$ cat src/rtl/id_ex_stage.sv
// id_ex_stage: ID/EX pipeline register with operand forwarding, load-use stall and flush; `ID_EX_STATS_EN adds stall/flush counters
module id_ex_stage #(
  parameter int DW = 32,
  parameter int RW = 5
) (
  input  logic          clk,
  input  logic          rst,
  input  logic          id_valid,
  input  logic [DW-1:0] id_instr,
  input  logic [DW-1:0] id_rs_val,
  input  logic [DW-1:0] id_rt_val,
  input  logic          id_wr_en,
  input  logic [RW-1:0] id_wr_addr,
  input  logic          id_mem_rd,
  input  logic          flush,
  input  logic          exmem_wr_en,
  input  logic [RW-1:0] exmem_wr_addr,
  input  logic [DW-1:0] exmem_result,
  input  logic          memwb_wr_en,
  input  logic [RW-1:0] memwb_wr_addr,
  input  logic [DW-1:0] memwb_data,
  output logic          stall,
  output logic          ex_valid,
  output logic [DW-1:0] ex_instr,
  output logic [DW-1:0] ex_regA,
  output logic [DW-1:0] ex_regB,
  output logic          ex_wr_en,
  output logic [RW-1:0] ex_wr_addr,
  output logic          ex_mem_rd
`ifdef ID_EX_STATS_EN
  ,
  output logic [15:0]   stall_cnt,
  output logic [15:0]   flush_cnt
`endif
);
  logic [DW-1:0] rs_q, rt_q;
  logic [RW-1:0] id_rs, id_rt, ex_rs, ex_rt;
  logic          wr_en_q, mem_rd_q, hazard, bubble;
  logic          cap_rs, cap_rt, fa_exmem, fa_memwb, fb_exmem, fb_memwb;
  assign id_rs = RW'(id_instr[25:21]);
  assign id_rt = RW'(id_instr[20:16]);
  assign ex_rs = RW'(ex_instr[25:21]);
  assign ex_rt = RW'(ex_instr[20:16]);
  assign hazard = ex_valid & mem_rd_q & (ex_wr_addr != '0) & id_valid
                & ((ex_wr_addr == id_rs) | (ex_wr_addr == id_rt));
  assign stall  = hazard & ~flush & ~rst;
  assign bubble = flush | hazard | ~id_valid;
  // a write-back landing this cycle would otherwise be missed by the stale register-file read
  assign cap_rs = memwb_wr_en & (memwb_wr_addr != '0) & (memwb_wr_addr == id_rs);
  assign cap_rt = memwb_wr_en & (memwb_wr_addr != '0) & (memwb_wr_addr == id_rt);
  always_ff @(posedge clk) begin
    if (rst || bubble) begin
      ex_valid   <= 1'b0;
      ex_instr   <= '0;
      rs_q       <= '0;
      rt_q       <= '0;
      wr_en_q    <= 1'b0;
      ex_wr_addr <= '0;
      mem_rd_q   <= 1'b0;
    end else begin
      ex_valid   <= 1'b1;
      ex_instr   <= id_instr;
      rs_q       <= cap_rs ? memwb_data : id_rs_val;
      rt_q       <= cap_rt ? memwb_data : id_rt_val;
      wr_en_q    <= id_wr_en;
      ex_wr_addr <= id_wr_addr;
      mem_rd_q   <= id_mem_rd;
    end
  end
  assign fa_exmem = exmem_wr_en & (exmem_wr_addr != '0) & (exmem_wr_addr == ex_rs);
  assign fa_memwb = memwb_wr_en & (memwb_wr_addr != '0) & (memwb_wr_addr == ex_rs);
  assign fb_exmem = exmem_wr_en & (exmem_wr_addr != '0) & (exmem_wr_addr == ex_rt);
  assign fb_memwb = memwb_wr_en & (memwb_wr_addr != '0) & (memwb_wr_addr == ex_rt);
  always_comb begin
    ex_regA = fa_exmem ? exmem_result : fa_memwb ? memwb_data : rs_q;
    ex_regB = fb_exmem ? exmem_result : fb_memwb ? memwb_data : rt_q;
  end
  assign ex_wr_en  = wr_en_q & ex_valid;
  assign ex_mem_rd = mem_rd_q & ex_valid;
`ifdef ID_EX_STATS_EN
  always_ff @(posedge clk) begin
    if (rst) begin
      stall_cnt <= '0;
      flush_cnt <= '0;
    end else begin
      if (stall && stall_cnt != 16'hFFFF) stall_cnt <= stall_cnt + 16'd1;
      if (flush && flush_cnt != 16'hFFFF) flush_cnt <= flush_cnt + 16'd1;
    end
  end
`endif
endmodule
$ cat config.mk
export PLATFORM = sky130hd
export DESIGN_NAME = id_ex_stage
export DESIGN_NICKNAME = d
export VERILOG_FILES = /design/src/rtl/id_ex_stage.sv
export SDC_FILE = /design/constraint.sdc
export NUM_CORES = 1
export LEC_CHECK = 0
export ABC_AREA = 1
export CORE_MARGIN = 2
export CORE_UTILIZATION = 44
export DETAILED_ROUTE_END_ITERATION = 10
export GPL_ROUTABILITY_DRIVEN = 0
export PLACE_DENSITY = 0.83
export SLEW_MARGIN = 0
export SYNTH_ARGS = -nofsm -noshare
export SYNTH_HDL_FRONTEND = slang
export SYNTH_SLANG_ARGS = --single-unit
export TNS_END_PERCENT = 10
$ cat constraint.sdc
create_clock -name clk -period 2.21 [get_ports clk]
set_input_delay 0.442 -clock clk [delete_from_list [all_inputs] [get_ports clk]]
set_output_delay 0.442 -clock clk [all_outputs]
set_load 0.05 [all_outputs]
## Yosys cells after proc, flatten, opt, wreduce, memory -nomap -nowiden

Cells that the tools add are included.
Widths: inputs -> output; s select.

| storage, ports and cells | value |
|---|---|
| bits in registers | 104 |
| input port bits | 183 |
| output and inout bits | 105 |

| operators by class | value |
|---|---|
| eq/ne operators | 8 |
| multiplexer cells | 7 |
| bitwise operators | 21 |
| reduce and logical (&&, ||, !) cells | 4 |

Operators with widths:

| kind | count |
|---|---|
| $mux 32 | 6 |
| $eq 5x5->1 | 8 |
| $and 1x1->1 | 15 |
| $reduce_bool 5->1 | 3 |
| $not 1->1 | 3 |
| $or 1x1->1 | 3 |
| $logic_or 1x1->1 | 1 |
| $mux 1 | 1 |

## Logic depth before layout (Yosys ltp)

| depth | value |
|---|---|
| word-level depth | 8 |
| mapped depth | 12 |
| gate-level depth less buffers | 10 |

## Worst setup path after synthesis

No wires, ideal clock.

| timing path | value |
|---|---|
| kind | reg-to-output |
| from | register ex_valid |
| to | output stall |
| arrival time | 1.968 ns |
| required time | 1.768 ns |
| setup slack | -0.200 ns |
| cell stages (with the launch flop) | 7 |
| cell sequence | dfxtp_1 nand2_1 inv_1 nand3_1 inv_1 nand2_1 nor2_1 |

| between the ends | value |
|---|---|
| word-level cells in the longest chain between the ends | 6 |

RTL lines:

| what | RTL line | source |
|---|---|---|
| from (decl) | 23 | `output logic ex_valid,` |
| from (signal assigned) | 53 | `ex_valid <= 1'b0;` |
| from (signal assigned) | 61 | `ex_valid <= 1'b1;` |
| $and 1x1->1 | -- |  |
| via ex_mem_rd | 29 | `output logic ex_mem_rd` |
| $and 1x1->1 (2 in series) | 44 | `assign hazard = ex_valid & mem_rd_q & (ex_wr_addr != '0) & id_valid` |
| $and 1x1->1 | 45 | `& ((ex_wr_addr == id_rs) \| (ex_wr_addr == id_rt));` |
| $and 1x1->1 (2 in series) | 46 | `assign stall = hazard & ~flush & ~rst;` |
| to (decl) | 22 | `output logic stall,` |

The timed path passes the listed nets, and every way through them passes these cells.

## Worst setup path in the final report

| timing path | value |
|---|---|
| from | register ex_instr[18] |
| to | output ex_regB[26] |

| between the ends | value |
|---|---|
| word-level cells in the longest chain between the ends | 4 |

RTL lines:

| what | RTL line | source |
|---|---|---|
| from (decl) | 24 | `output logic [DW-1:0] ex_instr,` |
| from (signal assigned) | 62 | `ex_instr <= id_instr;` |
| $eq 5x5->1 | 73 | `assign fb_memwb = memwb_wr_en & (memwb_wr_addr != '0) & (memwb_wr_addr == ex_rt);` |
| $and 1x1->1 | 73 |  |
| $mux 32 | 76 | `ex_regB = fb_exmem ? exmem_result : fb_memwb ? memwb_data : rt_q;` |
| $mux 32 * | 76 |  |
| to (decl) | 26 | `output logic [DW-1:0] ex_regB,` |

Mark *: on every way between the ends. The rest lies on a longest branch, timed or not.

==> summary.txt <==
Synthesis
  – Seq/Total Area, Yosys: about 31%
  – Cell taking the most area after synthesis: dfxtp_1
  – Most common cell in the netlist: nand2_1
  – Post-Syn Area: between 6000 and 7000 um2
  – Share of synthesized registers carrying an async set or reset: 0%
  – Average cell area after synthesis: between 6 and 7 um2
  – Main area contributors after synthesis: dfxtp_1 31%, nand2_1 17%, nand3_1 17%, inv_1 12%, nor2_1 6.3%
  – Mapped Nets: approximately 1,300
  – Library cells used by synthesis: 25
  – Area share of the largest cell type after synthesis: 30.7%
  – Adder-cell share of the synthesized area: 0%
  – Number of synthesis warnings: 0
  – Simple-Gate Fraction of Synth Area: approximately 46%
  – Synth Area in XOR/XNOR: roughly 2.8%
  – Mapped Cells: ~1,100
  – Synth Flop Type: dfxtp_1
  – Synth Area in Compound Gates: 0.701%
  – Flop and latch count out of synthesis: around 100
  – Largest family of logic cells by synthesized area: simple AND/OR/NAND/NOR gates
  – Synth cell count leaders: 311 x nand2_1, 233 x nand3_1, 212 x inv_1
  – Post-synthesis mux area share: 0%
  – Number of synthesized flops with an enable pin: 0

Global routing
  – First-pass GRT wire length: around 40,000 um
  – Largest net degree at the start of global routing: 43
  – Initial antenna violation count: 2
  – M1 GR Usage: 35.5%
  – Met2 usage: ~54%
  – Met3 usage: 7.30%
  – Grt peak-use layer: met2
  – Grt ovf: 0
  – All-Layer GR Usage: 30.8%
  – Vias in the first global route: around 8,000

Run status
  – Failing checks: setup timing
  – Outcome: finished with violations

Critical path
  – Critical Path AT: roughly 1.9 ns
  – Req. time, crit path: approximately 1.8 ns
  – Slowest stage delay, CP: around 0.36 ns
  – Startpoint Class: register
  – Worst setup EP type: output pin
  – Max FO, Critical Path: 7
  – Critical path, cell by cell: xor2_2 -> buf_4 -> nor3_4 -> buf_6 -> buf_12 -> nand3_1 -> nand2_1 -> buf_6
  – Crit-path slowest cell: dfxtp_4
  – Setup CP Type: register to output pin
  – Crit-path most repeated cell: buf_6

Final layout
  – Final cell count without fillers: around 1,600
  – Total Nets Final: approximately 1,600
  – Layout cells sized above 1: between 10% and 20%
  – Synth-to-layout area growth: 65.3%

Place
  – Dpl cells: about 1,600
  – DP HPWL: approximately 18,000 um
  – I/O Buffers: 287
  – Pre-CTS setup slack: -0.489 ns

Floorplanning
  – Top-Level Pins: about 290
  – Core Region: approximately 15,000 um2
  – Die W: between 100 and 150 um
  – Placement Rows: 45
  – Die height: between 100 and 150 um
  – Die footprint: 16,400 um2
  – Initial Utilization: roughly 45%

Route
  – Routed WL per cell: approximately 16 um
  – Pre-antenna DRT Iters: 5
  – DR iter-0 viols: around 740
  – Antenna viol nets, final: 0
  – Total Wirelength: ~26,000 um
  – Routed vias: about 8,400
  – Vias per cell: 5.17
  – DRC: 0

Timing
  – Max Freq: roughly 0.42 GHz
  – Fin Clk Skew: about 0.0087 ns
  – Slew Viols, Final: 0
  – Slew @ Worst Pin: between 0.5 and 0.6 ns
  – Max-Slew Margin vs Limit: between 60% and 70%
  – Setup violators final: 65
  – Final min period: roughly 2.4 ns
  – Final hold vios: 0
  – Fin crit share: 107%
  – RSZ-0062 raised after global routing: yes
  – Final WS setup: -0.156 ns
  – Setup TNS Final: -3.48 ns

Pwr
  – Worst vdd ir: 0.311 mV
  – Part of the power in the clock network: 33.5%
  – Reg power frac: a little under two fifths
  – Combinational share of power: between 20% and 30%
  – PwrDens: between 400 and 500 nW/um2
  – Sw Pwr: approximately 1700 uW
  – Int Power: about 3600 uW
  – Switch share: around a third
  – Leak: about 0.0058 uW

CTS
  – Clock Latency Late Sink: between 0.3 and 0.4 ns
  – Clock sink total: approximately 100
  – Clock Tree Buf Depth: 2
  – CTS buffer count: 9
  – H-tree levels: 3
  – TritonCTS clock tree: built
  – CTS Hold Bufs: 0
  – Clock-pin slew on the worst setup and hold paths: 0.07 ns
  – CTS root buf: clkbuf_16

Min path
  – Hold crit path type: input port to register

Job
  – Total of max-cap violations: 0
==> final timing paths <==
kind	from	endpoint	slack (ns)	cells past startpoint
worst max-delay path	ex_instr[18]	ex_regB[26]	-0.16	8
worst min-delay path	id_wr_addr[4]	ex_wr_addr[4]	0.60	3
worst max register to register	ex_wr_addr[2]	rs_q[11]	0.58	11
worst min register to register	mem_rd_q	ex_valid	1.05	9
==> registers in the layout (all words and copies together) (netlist names) <==
signal	flops
wr_en_q	1
rs_q	32
ex_wr_addr	5
ex_instr	32
ex_valid	1
rt_q	32
mem_rd_q	1
==> metrics by stage <==
step	area, um2	hold slack [ns]	utilization (%)	total power [uW]
floorplan	6790	0.554	-	2710
global placement	9960	0.967	65.8	3390
detailed placement	9960	0.970	65.8	3410
CTS	10900	0.591	71.7	5250
global route	11200	0.606	74.0	5490
finish	11200	0.599	74.0	5290
==> metal layers <==
layer / up-vias / routed length [um]
li1: 4050 / -
met1: 3749 / 9790
met2: 535 / 12900
met3: 81 / 2660
met4: 0 / 981
met5: - / 0
==> cell usage in the layout, fill, tap and decap left out, types with 8 or more instances in the layout <==
cell / n
buf_6: 57
buf_12: 21
inv_2: 9
nor2_4: 8
xor2_1: 11
nand3_2: 25
buf_4: 40
buf_8: 17
nand3_1: 206
nor2_1: 112
dfxtp_1: 96
inv_1: 209
clkdlybuf4s50_1: 209
nand2_1: 280
clkbuf_16: 13
nand4_1: 32
nand2_2: 31
==> power by group through the flow <==
stage,registers (uW),clock network [uW],logic [uW]
finish,1940,1770,1580
global placement,1990,0,1400
CTS,1940,1790,1510
detailed placement,1990,0,1420
floorplan,2050,0,654
global route,1950,1870,1680
==> worst max-delay path: cells and delay by family, from the launching register on <==
family	cells	cell delay (ns)
buffers and inverters	4	0.63
AND/OR/NAND/NOR	3	0.43
flip-flops	1	0.36
XOR/XNOR	1	0.15
==> timing repair <==
| item | 4_1_cts | 5_1_grt |
|---|---|---|
| buffers inserted | 5 | 4 |
| gates resized for setup | 151 | 74 |
| pin swaps | 51 | 36 |
| setup endpoints to repair | 65 | 65 |
| cloned | 4 | 4 |
| endpoints found under the hold margin | 0 | 0 |
==> layout make-up <==
class	count	area, um2
timing repair buffer	364	3990
fill	1201	3940
multi-input combinational	737	3730
sequential	104	2100
inverter	218	818
tap	188	235
clock buffer	9	225
clock inverter	7	100
antenna	2	5.00
==> cell families after synthesis <==
family	Yosys count
buf+inv	289
xor+xnor	22
simple gates	710
flops	104
compound gates	5
No activity file was read; power rests on OpenSTA's default activity.
